$ cat src/rtl/minirv_mem_pkg.sv
// Shared encodings and request checks for the miniRV data-memory path.
package minirv_mem_pkg;

    typedef enum logic [1:0] {
        OP_LW  = 2'b00,
        OP_LBU = 2'b01,
        OP_SW  = 2'b10,
        OP_SB  = 2'b11
    } op_e;

    typedef enum logic [1:0] {
        S_IDLE   = 2'b00,
        S_ACCESS = 2'b01,
        S_RESP   = 2'b10
    } state_e;

    localparam int unsigned ADDR_BITS_DEFAULT = 26;

    // Word ops need 4-byte alignment; byte ops never fault on alignment.
    function automatic logic req_error(input op_e op, input logic [31:0] addr,
                                       input int unsigned addr_bits);
        logic w_oor;
        logic w_mis;
        w_oor = (addr_bits < 32) ? ((addr >> addr_bits) != 32'd0) : 1'b0;
        w_mis = ((op == OP_LW) || (op == OP_SW)) && (addr[1:0] != 2'b00);
        return w_oor | w_mis;
    endfunction

endpackage

$ cat src/rtl/dmem_arbiter_if.sv
// One requester port of the data-memory arbiter: request handshake plus response.
interface dmem_arbiter_if;

    logic                 valid;
    logic                 ready;
    minirv_mem_pkg::op_e  op;
    logic [31:0]          addr;
    logic [31:0]          wdata;
    logic                 rsp_valid;
    logic [31:0]          rsp_rdata;
    logic                 rsp_err;

    modport master (
        output valid, op, addr, wdata,
        input  ready, rsp_valid, rsp_rdata, rsp_err
    );

    modport slave (
        input  valid, op, addr, wdata,
        output ready, rsp_valid, rsp_rdata, rsp_err
    );

endinterface

$ cat src/rtl/rr_arbiter2.sv
// Two-input round-robin arbiter; a tie goes to the port not granted last.
module rr_arbiter2 (
    input  logic       clk,
    input  logic       rst_n,
    input  logic [1:0] req,
    input  logic       update,
    output logic [1:0] grant
);

    logic r_last;

    always_comb begin
        grant = 2'b00;
        if (req == 2'b11) begin
            grant = r_last ? 2'b01 : 2'b10;
        end else begin
            grant = req;
        end
    end

    // r_last starts at 1 so port 0 takes the first tie.
    always_ff @(posedge clk) begin
        if (!rst_n) begin
            r_last <= 1'b1;
        end else if (update && (grant != 2'b00)) begin
            r_last <= grant[1];
        end
    end

endmodule

$ cat src/rtl/dmem_arbiter.sv
// Two-port arbiter and sequencer for the miniRV byte-lane data memory:
// round-robin grant, alignment/range check, one-cycle strobes, registered response.
module dmem_arbiter
    import minirv_mem_pkg::*;
#(
    parameter int unsigned ADDR_BITS = ADDR_BITS_DEFAULT
) (
    input  logic              clk,
    input  logic              rst_n,
    dmem_arbiter_if.slave     m0,
    dmem_arbiter_if.slave     m1,
    output logic [31:0]       mem_addr,
    output logic [31:0]       mem_wdata,
    output logic              mem_sw,
    output logic              mem_sb,
    output logic              mem_lw,
    output logic              mem_lbu,
    input  logic [31:0]       mem_rdata
);

    state_e      r_state;
    op_e         r_op;
    logic [31:0] r_addr;
    logic [31:0] r_wdata;
    logic        r_id;
    logic [1:0]  r_rsp_valid;
    logic [31:0] r_rsp_rdata;
    logic        r_rsp_err;
    logic        r_sw;
    logic        r_sb;
    logic        r_lw;
    logic        r_lbu;

    logic [1:0]  w_req;
    logic [1:0]  w_grant;
    logic        w_accept;
    logic        w_sel;
    op_e         w_op;
    logic [31:0] w_addr;
    logic [31:0] w_wdata;
    logic        w_err;
    logic        w_is_load;

    // Requests are only visible to the arbiter in IDLE, so ready drops elsewhere.
    assign w_req = (r_state == S_IDLE) ? {m1.valid, m0.valid} : 2'b00;

    rr_arbiter2 u_arb (
        .clk    (clk),
        .rst_n  (rst_n),
        .req    (w_req),
        .update (w_accept),
        .grant  (w_grant)
    );

    assign w_accept  = |w_grant;
    assign w_sel     = w_grant[1];
    assign w_op      = w_sel ? m1.op    : m0.op;
    assign w_addr    = w_sel ? m1.addr  : m0.addr;
    assign w_wdata   = w_sel ? m1.wdata : m0.wdata;
    assign w_err     = req_error(w_op, w_addr, ADDR_BITS);
    assign w_is_load = (r_op == OP_LW) || (r_op == OP_LBU);

    assign m0.ready = w_grant[0];
    assign m1.ready = w_grant[1];

    always_ff @(posedge clk) begin
        if (!rst_n) begin
            r_state     <= S_IDLE;
            r_op        <= OP_LW;
            r_addr      <= 32'd0;
            r_wdata     <= 32'd0;
            r_id        <= 1'b0;
            r_rsp_valid <= 2'b00;
            r_rsp_rdata <= 32'd0;
            r_rsp_err   <= 1'b0;
            r_sw        <= 1'b0;
            r_sb        <= 1'b0;
            r_lw        <= 1'b0;
            r_lbu       <= 1'b0;
        end else begin
            case (r_state)
                S_IDLE: begin
                    if (w_accept) begin
                        r_op    <= w_op;
                        r_addr  <= w_addr;
                        r_wdata <= w_wdata;
                        r_id    <= w_sel;
                        if (w_err) begin
                            // Faulting request skips memory and answers next cycle.
                            r_state     <= S_RESP;
                            r_rsp_valid <= w_grant;
                            r_rsp_rdata <= 32'd0;
                            r_rsp_err   <= 1'b1;
                        end else begin
                            r_state <= S_ACCESS;
                            r_sw    <= (w_op == OP_SW);
                            r_sb    <= (w_op == OP_SB);
                            r_lw    <= (w_op == OP_LW);
                            r_lbu   <= (w_op == OP_LBU);
                        end
                    end
                end
                S_ACCESS: begin
                    r_state     <= S_RESP;
                    r_sw        <= 1'b0;
                    r_sb        <= 1'b0;
                    r_lw        <= 1'b0;
                    r_lbu       <= 1'b0;
                    r_rsp_valid <= r_id ? 2'b10 : 2'b01;
                    r_rsp_rdata <= w_is_load ? mem_rdata : 32'd0;
                    r_rsp_err   <= 1'b0;
                end
                S_RESP: begin
                    r_state     <= S_IDLE;
                    r_rsp_valid <= 2'b00;
                    r_rsp_rdata <= 32'd0;
                    r_rsp_err   <= 1'b0;
                end
                default: begin
                    r_state <= S_IDLE;
                end
            endcase
        end
    end

    assign mem_addr  = r_addr;
    assign mem_wdata = r_wdata;
    assign mem_sw    = r_sw;
    assign mem_sb    = r_sb;
    assign mem_lw    = r_lw;
    assign mem_lbu   = r_lbu;

    // Only the owning port sees response data; the other port reads all zeros.
    assign m0.rsp_valid = r_rsp_valid[0];
    assign m0.rsp_rdata = r_rsp_valid[0] ? r_rsp_rdata : 32'd0;
    assign m0.rsp_err   = r_rsp_valid[0] & r_rsp_err;
    assign m1.rsp_valid = r_rsp_valid[1];
    assign m1.rsp_rdata = r_rsp_valid[1] ? r_rsp_rdata : 32'd0;
    assign m1.rsp_err   = r_rsp_valid[1] & r_rsp_err;

endmodule

$ cat src/flat_wrapper.sv
// flat-port wrapper written by rule: the top's interface ports become plain ports
module dmem_arbiter_flat import minirv_mem_pkg::*;
#(
    parameter int unsigned ADDR_BITS = ADDR_BITS_DEFAULT
)
  (clk, rst_n, mem_addr, mem_wdata, mem_sw, mem_sb, mem_lw, mem_lbu, mem_rdata, m0_valid, m0_op, m0_addr, m0_wdata, m0_ready, m0_rsp_valid, m0_rsp_rdata, m0_rsp_err, m1_valid, m1_op, m1_addr, m1_wdata, m1_ready, m1_rsp_valid, m1_rsp_rdata, m1_rsp_err);
  dmem_arbiter_if m0_i ();
  dmem_arbiter_if m1_i ();
  input  logic clk;
  input  logic rst_n;
  output logic [31:0] mem_addr;
  output logic [31:0] mem_wdata;
  output logic mem_sw;
  output logic mem_sb;
  output logic mem_lw;
  output logic mem_lbu;
  input  logic [31:0] mem_rdata;
  input wire logic [$bits(m0_i.valid)-1:0] m0_valid;
  input wire logic [$bits(m0_i.op)-1:0] m0_op;
  input wire logic [$bits(m0_i.addr)-1:0] m0_addr;
  input wire logic [$bits(m0_i.wdata)-1:0] m0_wdata;
  output wire logic [$bits(m0_i.ready)-1:0] m0_ready;
  output wire logic [$bits(m0_i.rsp_valid)-1:0] m0_rsp_valid;
  output wire logic [$bits(m0_i.rsp_rdata)-1:0] m0_rsp_rdata;
  output wire logic [$bits(m0_i.rsp_err)-1:0] m0_rsp_err;
  input wire logic [$bits(m1_i.valid)-1:0] m1_valid;
  input wire logic [$bits(m1_i.op)-1:0] m1_op;
  input wire logic [$bits(m1_i.addr)-1:0] m1_addr;
  input wire logic [$bits(m1_i.wdata)-1:0] m1_wdata;
  output wire logic [$bits(m1_i.ready)-1:0] m1_ready;
  output wire logic [$bits(m1_i.rsp_valid)-1:0] m1_rsp_valid;
  output wire logic [$bits(m1_i.rsp_rdata)-1:0] m1_rsp_rdata;
  output wire logic [$bits(m1_i.rsp_err)-1:0] m1_rsp_err;
  assign m0_i.valid = m0_valid;
  assign m0_i.op = m0_op;
  assign m0_i.addr = m0_addr;
  assign m0_i.wdata = m0_wdata;
  assign m0_ready = m0_i.ready;
  assign m0_rsp_valid = m0_i.rsp_valid;
  assign m0_rsp_rdata = m0_i.rsp_rdata;
  assign m0_rsp_err = m0_i.rsp_err;
  assign m1_i.valid = m1_valid;
  assign m1_i.op = m1_op;
  assign m1_i.addr = m1_addr;
  assign m1_i.wdata = m1_wdata;
  assign m1_ready = m1_i.ready;
  assign m1_rsp_valid = m1_i.rsp_valid;
  assign m1_rsp_rdata = m1_i.rsp_rdata;
  assign m1_rsp_err = m1_i.rsp_err;
  dmem_arbiter #(.ADDR_BITS(ADDR_BITS)) u_core (.clk(clk), .rst_n(rst_n), .m0(m0_i), .m1(m1_i), .mem_addr(mem_addr), .mem_wdata(mem_wdata), .mem_sw(mem_sw), .mem_sb(mem_sb), .mem_lw(mem_lw), .mem_lbu(mem_lbu), .mem_rdata(mem_rdata));
endmodule
$ cat config.mk
export PLATFORM = sky130hd
export DESIGN_NAME = dmem_arbiter_flat
export DESIGN_NICKNAME = d
export VERILOG_FILES = /design/src/rtl/minirv_mem_pkg.sv /design/src/rtl/dmem_arbiter_if.sv /design/src/rtl/rr_arbiter2.sv /design/src/rtl/dmem_arbiter.sv /design/src/flat_wrapper.sv
export SDC_FILE = /design/constraint.sdc
export NUM_CORES = 1
export LEC_CHECK = 0
export BUFFER_PORTS_ARGS = -buffer_cell sky130_fd_sc_hd__buf_2
export CAP_MARGIN = 40
export CORE_AREA = 2 2 120 122
export DETAILED_ROUTE_END_ITERATION = 12
export DIE_AREA = 0 0 122 124
export PLACE_DENSITY = 0.73
export SETUP_SLACK_MARGIN = 0.05
export SLEW_MARGIN = 30
export SYNTH_ARGS = -nofsm -noshare
export SYNTH_HDL_FRONTEND = slang
export SYNTH_HIERARCHICAL = 1
export SYNTH_SLANG_ARGS = --single-unit
$ cat constraint.sdc
create_clock -name clk -period 3.2 [get_ports clk]
set_input_delay 0.64 -clock clk [delete_from_list [all_inputs] [get_ports clk]]
set_output_delay 0.64 -clock clk [all_outputs]
set_load 0.05 [all_outputs]
After elaboration in Yosys (flattened, before gate mapping) --
Index checks and enable logic that the tools add are counted. W data, S select, Z words.
Word-level totals: register bits 109, bits of input ports 168, logic and storage cells 79
Operators by class: equality and inequality tests 10, mux-type cells 34, bitwise gates (word level) 3, reductions and logical operators 19
Operators with widths (number):
- $mux W32 | 7
- $pmux W32 S3 | 1
- $reduce_bool A32 Y1 | 1
- $mux W2 | 9
- $mux W1 | 10
- $pmux W1 S2 | 5
- $reduce_and A3 Y1 | 3
- $eq A2 B2 Y1 const B | 4
- $reduce_bool A2 Y1 | 4
- $eq A2 B1 Y1 const B | 3
- $logic_not A2 Y1 | 3
- $pmux W2 S3 | 1
- $ne A2 B2 Y1 const B | 2
- $pmux W2 S2 | 1
- $reduce_or A2 Y1 | 2
- $reduce_bool A3 Y1 | 1
- $and A1 B1 Y1 | 2
- $logic_and A1 B1 Y1 | 2
- $logic_or A1 B1 Y1 | 2
- $ne A2 B1 Y1 const B | 1
- $reduce_and A2 Y1 | 1
- $or A1 B1 Y1 | 1

Longest topological paths before layout --
Gate-level depths: netlist of the first run.
depth after elaboration 12, depth in mapped cells 14, mapped depth without buffers 9

Hierarchy --
Netlist of the first run, hierarchy kept.
Modules (own cells, without submodules):
- dmem_arbiter | instances 1, cells each 580, area an instance 5397.7 µm²
- rr_arbiter2 | instances 1, cells each 7, area an instance 58.8 µm²

Least setup slack after synthesis of the first run --
Ideal clock, no wire load.
kind register -> register, start point reg u_core.r_state[1], end point reg u_core.r_wdata[4] (netlist: u_core/mem_wdata[4]), library setup time 0.116 ns, arrival 3.800 ns, data required time 3.084 ns, slack -0.716 ns, cell stages (with the launch flop) 14, period minus slack after synthesis 3.916 ns, path through dfxtp_1 > inv_1 > ha_1 > clkbuf_1 > and2_1 > a21boi_0 > buf_4 > nor2_1 > inv_2 > and2_1 > buf_2 > clkbuf_1 > nand2_1 > o211a_1
On the way: word-level cells in the longest chain between the ends 6
RTL lines:
- start, declared | RTL line dmem_arbiter.sv:21 | state_e r_state;
- start signal, assigned | RTL line dmem_arbiter.sv:68 | r_state <= S_IDLE;
- start signal, assigned | RTL line dmem_arbiter.sv:90 | r_state <= S_RESP;
- start signal, assigned | RTL line dmem_arbiter.sv:95 | r_state <= S_ACCESS;
- $logic_not A2 Y1 * | RTL line dmem_arbiter.sv:45 | assign w_req = (r_state == S_IDLE) ? {m1.valid, m0.valid} : 2'b00;
- $mux W2 * | RTL line dmem_arbiter.sv:45
- named net u_core.w_req[1] | RTL line dmem_arbiter.sv:34 | logic [1:0] w_req;
- $eq A2 B2 Y1 | RTL line rr_arbiter2.sv:14 | if (req == 2'b11) begin
- $mux W2 * | RTL line rr_arbiter2.sv:14
- named net m1_ready | RTL line flat_wrapper.sv:30 | output wire logic [$bits(m1_i.ready)-1:0] m1_ready;
- $reduce_or A2 Y1 * | RTL line dmem_arbiter.sv:55 | assign w_accept = |w_grant;
- named net u_core.w_accept | RTL line dmem_arbiter.sv:36 | logic w_accept;
- $reduce_and A2 Y1 (no line) *
- end signal, assigned | RTL line dmem_arbiter.sv:86 | r_wdata <= w_wdata;
- end, declared | RTL line dmem_arbiter.sv:24 | logic [31:0] r_wdata;
The timed path passes the listed nets; every way through them passes the cells marked *. A chain may end at the register's enable or synchronous reset.

Worst setup path after layout of the first run --
start point reg u_core.r_state[0], end point out m1_ready
On the way: word-level cells in the longest chain between the ends 4
RTL lines (RTL line):
- $logic_not A2 Y1 | dmem_arbiter.sv:45
- $mux W2 | dmem_arbiter.sv:45
- named net u_core.w_req[0] | dmem_arbiter.sv:34
- $eq A2 B2 Y1 | rr_arbiter2.sv:14
- $mux W2 | rr_arbiter2.sv:14
- end, declared | flat_wrapper.sv:30
The timed path passes the listed nets, and every way through them passes these cells.

==> results of run 1 <==
-- critical path, stage by stage (launching register included) --
cell      delay [ns]
dfxtp_1         0.38
inv_1           0.06
ha_1            0.23
and2_1          0.19
a21boi_4        0.25
buf_12          0.32
buf_2           0.33
-- metrics by stage --
| step | power (mW) | worst slack [ns] | hold slack, ns |
|---|---|---|---|
| 2_1_floorplan | 3.00 | 0.0888 | 0.439 |
| 3_3_place_gp | 3.39 | 0.472 | 0.445 |
| 3_5_place_dp | 3.41 | 0.436 | 0.450 |
| 4_1_cts | 4.46 | 0.135 | 0.468 |
| 5_1_grt | 4.64 | 0.269 | 0.491 |
| 6_report | 4.41 | 0.417 | 0.466 |
-- registers in the layout, indices dropped and copies added, names as in the netlist --
signal / cells
u_core/mem_sb: 1
u_core/mem_lw: 1
u_core/mem_lbu: 1
u_core/r_id: 1
u_core/u_arb/r_last: 1
u_core/mem_addr: 32
u_core/r_rsp_err: 1
u_core/mem_sw: 1
u_core/r_rsp_valid: 2
u_core/r_state: 2
u_core/r_op: 1
u_core/mem_wdata: 32
u_core/r_rsp_rdata: 32
-- worst max-delay path by stage --
stage	startpoint	to	slack [ns]	cells past startpoint
2_1_floorplan	u_core/r_state[1]	u_core/mem_wdata[4]	0.09	12
3_3_place_gp	m0_valid	m1_ready	0.47	5
3_5_place_dp	m0_valid	u_core/r_rsp_rdata[31]	0.44	9
4_1_cts	u_core/r_state[0]	m1_ready	0.13	6
5_1_grt	u_core/r_state[0]	m1_ready	0.27	6
6_report	u_core/r_state[0]	m1_ready	0.42	6
-- layer usage --
layer  GRT usage, %  routed length (um)  up-vias
li1               -                   -     2565
met1           21.6                6110     2284
met2           32.4                7050      209
met3           5.45                1220       16
met4           6.11                 238        0
met5              0                   0        -
-- where the power goes --
group / internal [mW] / switching, mW / leakage [nW] / total (mW)
sequential: 1.53 / 0.102 / 0.887 / 1.63
clock: 0.527 / 0.496 / 0.124 / 1.02
combinational: 0.572 / 1.19 / 3.26 / 1.76
-- cell families after synthesis --
kind of cell / count (synthesis) / synth area share, %
fa+ha+maj: 3 / 0.688
compound gates: 83 / 15.0
mux: 105 / 19.3
flops: 108 / 39.6
buf+inv: 53 / 5.32
simple gates: 235 / 20.0
-- Yosys cell counts (3+ instances only) --
cell	n	share of area (%)
nand2_1	146	10
dfxtp_1	108	40
clkbuf_1	30	2.1
nor2_1	6	0.41
and2_1	69	7.9
nor3_1	3	0.28
mux2i_1	104	19
o211a_1	66	12
and3_1	3	0.34
buf_6	11	2.3
inv_1	4	0.28
ha_1	3	0.69
buf_2	4	0.37
-- repair_timing --
item,in CTS,in global routing
hold endpoints to repair,0,0
endpoints found under the setup margin,0,1
buffers inserted,0,3
-- area by class of cell --
class	count	area [um^2]	share of cell area (%)
Clock buffer	10	229	3.09
Clock inverter	6	41.3	0.558
Inverter	5	18.8	0.254
Multi-Input combinational cell	426	3020	40.8
Sequential cell	108	2160	29.2
Tap cell	180	225	3.04
Timing Repair Buffer	320	1700	23.0
==> reports/results.txt, run 1 <==
Routed WL -> 14.6 mm
Placed cell count -> 1035
TNS Setup -> 0 ns
Dpl cell area -> 7100 um^2
# diodes -> 0
Achievable frequency -> 359 MHz
Layout Nets -> 1041
Layout area overhead -> 35.6%
Clk_skew -> 0.00807 ns
CP Capture Type -> primary output
Endpoint, Worst Hold -> u_core/r_rsp_rdata[11]
Antenna violations before repair -> 0
Drc violations -> 0
Least-Margin Pin Slew -> 0.474 ns
Syn_nets -> 758
Routed length per placed instance -> 13.9 um
Power Density -> 596 nW/um^2
Largest net degree at the start of global routing -> 52
Ys Warns -> 6
Row Count -> 43
Gr usage total -> 18.5%
Final Hold Violating Endpoints -> 0
Most common cell after layout, fill and taps aside -> buf_2
CP Max Fanout -> 48
DRT Pass-1 Iters -> 4
Syn Inst Count -> 587
Clk_lat worst skew -> 0.35 ns
Final Critical Period -> 2.78 ns
Iter 0 DRT Violations -> 213
First-pass GRT wire length -> 21.9 mm
Syn_area_per_cell -> 9.30 um^2
CTS root buffer -> clkbuf_16
Hold depth -> 2
Post-synth EDFFs -> 0
Synth cell types -> 37
Clk slew on worst S/H paths -> 0.07 ns
Worst endpoint required time -> 2.56 ns
Max_slew headroom -> 68.4%
Synth Register Bits -> 108
Die area -> 15100 um^2
Core Region -> 13700 um^2
Via density -> 4.81
Mapped Area -> 5460 um^2
Detail Placement HPWL -> 11.2 mm
Total global routing overflow -> 0
ANT nets after route -> 0
Status -> complete, no violations
CTS buffer count -> 9
# setup viols final -> 0
Worst R2R Path Depth -> 11
Share of the yosys chip area belonging to registers -> 39.6%
Die X-Extent -> 122 um
RSZ-0062 raised after global routing -> false
Clock Path Buffers -> 2
I/O pin total -> 306
Critical setup path kind -> flop to primary output
Tcrit/Tclk final -> 87.0%
Die Height -> 124 um
Reg-to-reg startpoint -> u_core/r_state[0]
Pleak -> 4.27 nW
CTS tree -> yes
Hold path startpoint -> u_core/r_rsp_rdata[11]
Initial core utilization -> 39.8%
Fillers -> 1304
Clock Sinks -> 108
Layout cell share with drive strength beyond 1 -> 39.8%
Cts repair resizes -> 0
GPL Wtd Cong -> 0.757
Peak supply drop -> 0.343 mV
Final cell count without fillers -> 1055
IO Port Bufs -> 305
H-tree levels -> 3
Slew Viols, Final -> 0
Max-Cap Viols -> 0
Most frequent cells in the layout -> 304 x buf_2, 146 x nand2_1, 108 x dfxtp_1
Finished Cell Area -> 7400 um^2
Worst R2R Setup Slack -> 0.65 ns
Post-layout util -> 53.9%
Vias in the first global route -> 4452
Ys flop type -> dfxtp_1
Worst R2R End -> u_core/r_rsp_rdata[31]
Startpoint types -> flop
Worst EP arrival -> 2.14 ns
Async S/R FF share, synth -> 0%
Hold/Removal Path Class -> flop to flop
Via count -> 5074
Hold Buf Count CTS -> 0
(Power assumes the default switching activity.)
==> run 2: changes to the inputs <==
- CORE_AREA: 2 2 120 122 -> not set
- CORE_ASPECT_RATIO: not set -> 1.4
- CORE_MARGIN: not set -> 8
- CORE_UTILIZATION: not set -> 45
- DIE_AREA: 0 0 122 124 -> not set
- PLACE_DENSITY: 0.73 -> 0.81
==> reports/results.txt, run 2 (synthesis gave the netlist of run 1 again) <==
Status -> complete, no violations
CTS root buffer -> clkbuf_16
Clk_skew -> 0.00664 ns
Max_slew headroom -> 67.7%
GPL Wtd Cong -> 0.820
Via count -> 5151
Hold/Removal Path Class -> flop to flop
Gr usage total -> 20.3%
DP Worst Slack -> 0.548 ns
Hold depth -> 2
Pleak -> 4.29 nW
Hold Buf Count CTS -> 0
Die X-Extent -> 109 um
Die area -> 16000 um^2
Iter 0 DRT Violations -> 148
Final Hold Violating Endpoints -> 0
Routed WL -> 16.9 mm
Hold path startpoint -> u_core/mem_lw
CTS tree -> yes
TNS Setup -> 0 ns
Antenna violations before repair -> 0
Routed length per placed instance -> 16.5 um
Slew Viols, Final -> 0
Total global routing overflow -> 0
Setup repair bufs after CTS -> 0
I/O pin total -> 306
Startpoint types -> flop
ANT nets after route -> 0
Clock Path Buffers -> 2
Vias in the first global route -> 5203
RSZ-0062 raised after global routing -> false
Worst EP arrival -> 2.13 ns
Top Layer Used -> met4
IO Port Bufs -> 305
CP Capture Type -> primary output
Drc violations -> 0
Least-Margin Pin Slew -> 0.485 ns
Core Region -> 11800 um^2
WL met2 -> 8.56 mm
Clock Sinks -> 108
Final Critical Period -> 2.77 ns
Power Density -> 619 nW/um^2
Endpoint, Worst Hold -> u_core/mem_lw
Largest net degree at the start of global routing -> 74
Peak supply drop -> 0.386 mV
Most frequent cells in the layout -> 304 x buf_2, 146 x nand2_1, 107 x dfxtp_1
Clk_lat worst skew -> 0.34 ns
# setup viols final -> 0
Worst R2R Setup Slack -> 0.69 ns
CTS buffer count -> 9
Clk slew on worst S/H paths -> 0.07 ns
Achievable frequency -> 360 MHz
Cts repair resizes -> 0
Tcrit/Tclk final -> 86.7%
Post-layout util -> 62.5%
Initial core utilization -> 46.2%
Layout cell share with drive strength beyond 1 -> 39.7%
Worst R2R End -> u_core/mem_wdata[1]
Layout Nets -> 1039
Via density -> 5.05
Layout area overhead -> 35.4%
Final WS setup -> 0.425 ns
DRT Pass-1 Iters -> 4
First-pass GRT wire length -> 25.8 mm
Met3 wire len -> 1.87 mm
Reg-to-reg startpoint -> u_core/r_state[0]
DRT met1 WL -> 6.14 mm
Max-Cap Viols -> 0
Most common cell after layout, fill and taps aside -> buf_2
Die Height -> 146 um
Detail Placement HPWL -> 13.4 mm
Worst endpoint required time -> 2.56 ns
Worst R2R Path Depth -> 10
H-tree levels -> 3
Critical setup path kind -> flop to primary output
Row Count -> 47
CP Max Fanout -> 12
run 2: area by class of cell:
class                   instances  area, um^2
clock buffers                  11         243
fillers                      1117        4430
clock inverters                 4        73.8
diodes                          1        2.50
multi-input cells             426        3020
inverters                       5        18.8
well taps                     147         184
flip-flops and latches        108        2160
repair buffers                318        1680
run 2: how the worst max path moves through the flow:
stage	slack (ns)	endpoint	start
6_report	0.43	m1_ready	u_core/r_state[0]
5_1_grt	0.28	m1_ready	u_core/r_state[0]
4_1_cts	0.39	m1_ready	u_core/r_state[0]
3_5_place_dp	0.55	u_core/mem_wdata[1]	m0_valid
3_3_place_gp	0.61	u_core/r_rsp_rdata[17]	m0_valid
2_1_floorplan	0.09	u_core/mem_wdata[4]	u_core/r_state[1]
run 2: report_power, final:
part           internal (mW)  switching [mW]
Combinational          0.565            1.18
Clock                  0.704           0.481
Sequential              1.53           0.120
run 2: stage by stage:
stage	hold slack (ns)	power (mW)	instances	instance area (um^2)
final	0.458	4.58	1020	7390
after global routing	0.474	4.79	1019	7390
after CTS	0.464	4.63	1019	7390
after detailed placement	0.454	3.43	1004	7070
after global placement	0.445	3.40	1003	7050
after floorplan	0.439	3.00	587	5460
run 2: critical path: stages (launching register included):
cell	delay, ns
dfxtp_1	0.39
inv_1	0.06
ha_1	0.21
and2_1	0.19
a21boi_4	0.38
buf_4	0.28
buf_2	0.29
run 2: metal layers:
metal,GRT usage (%),vias up
met5,0,-
met4,7.15,0
met3,7.75,23
met2,36.2,203
met1,20.8,2363
li1,-,2562
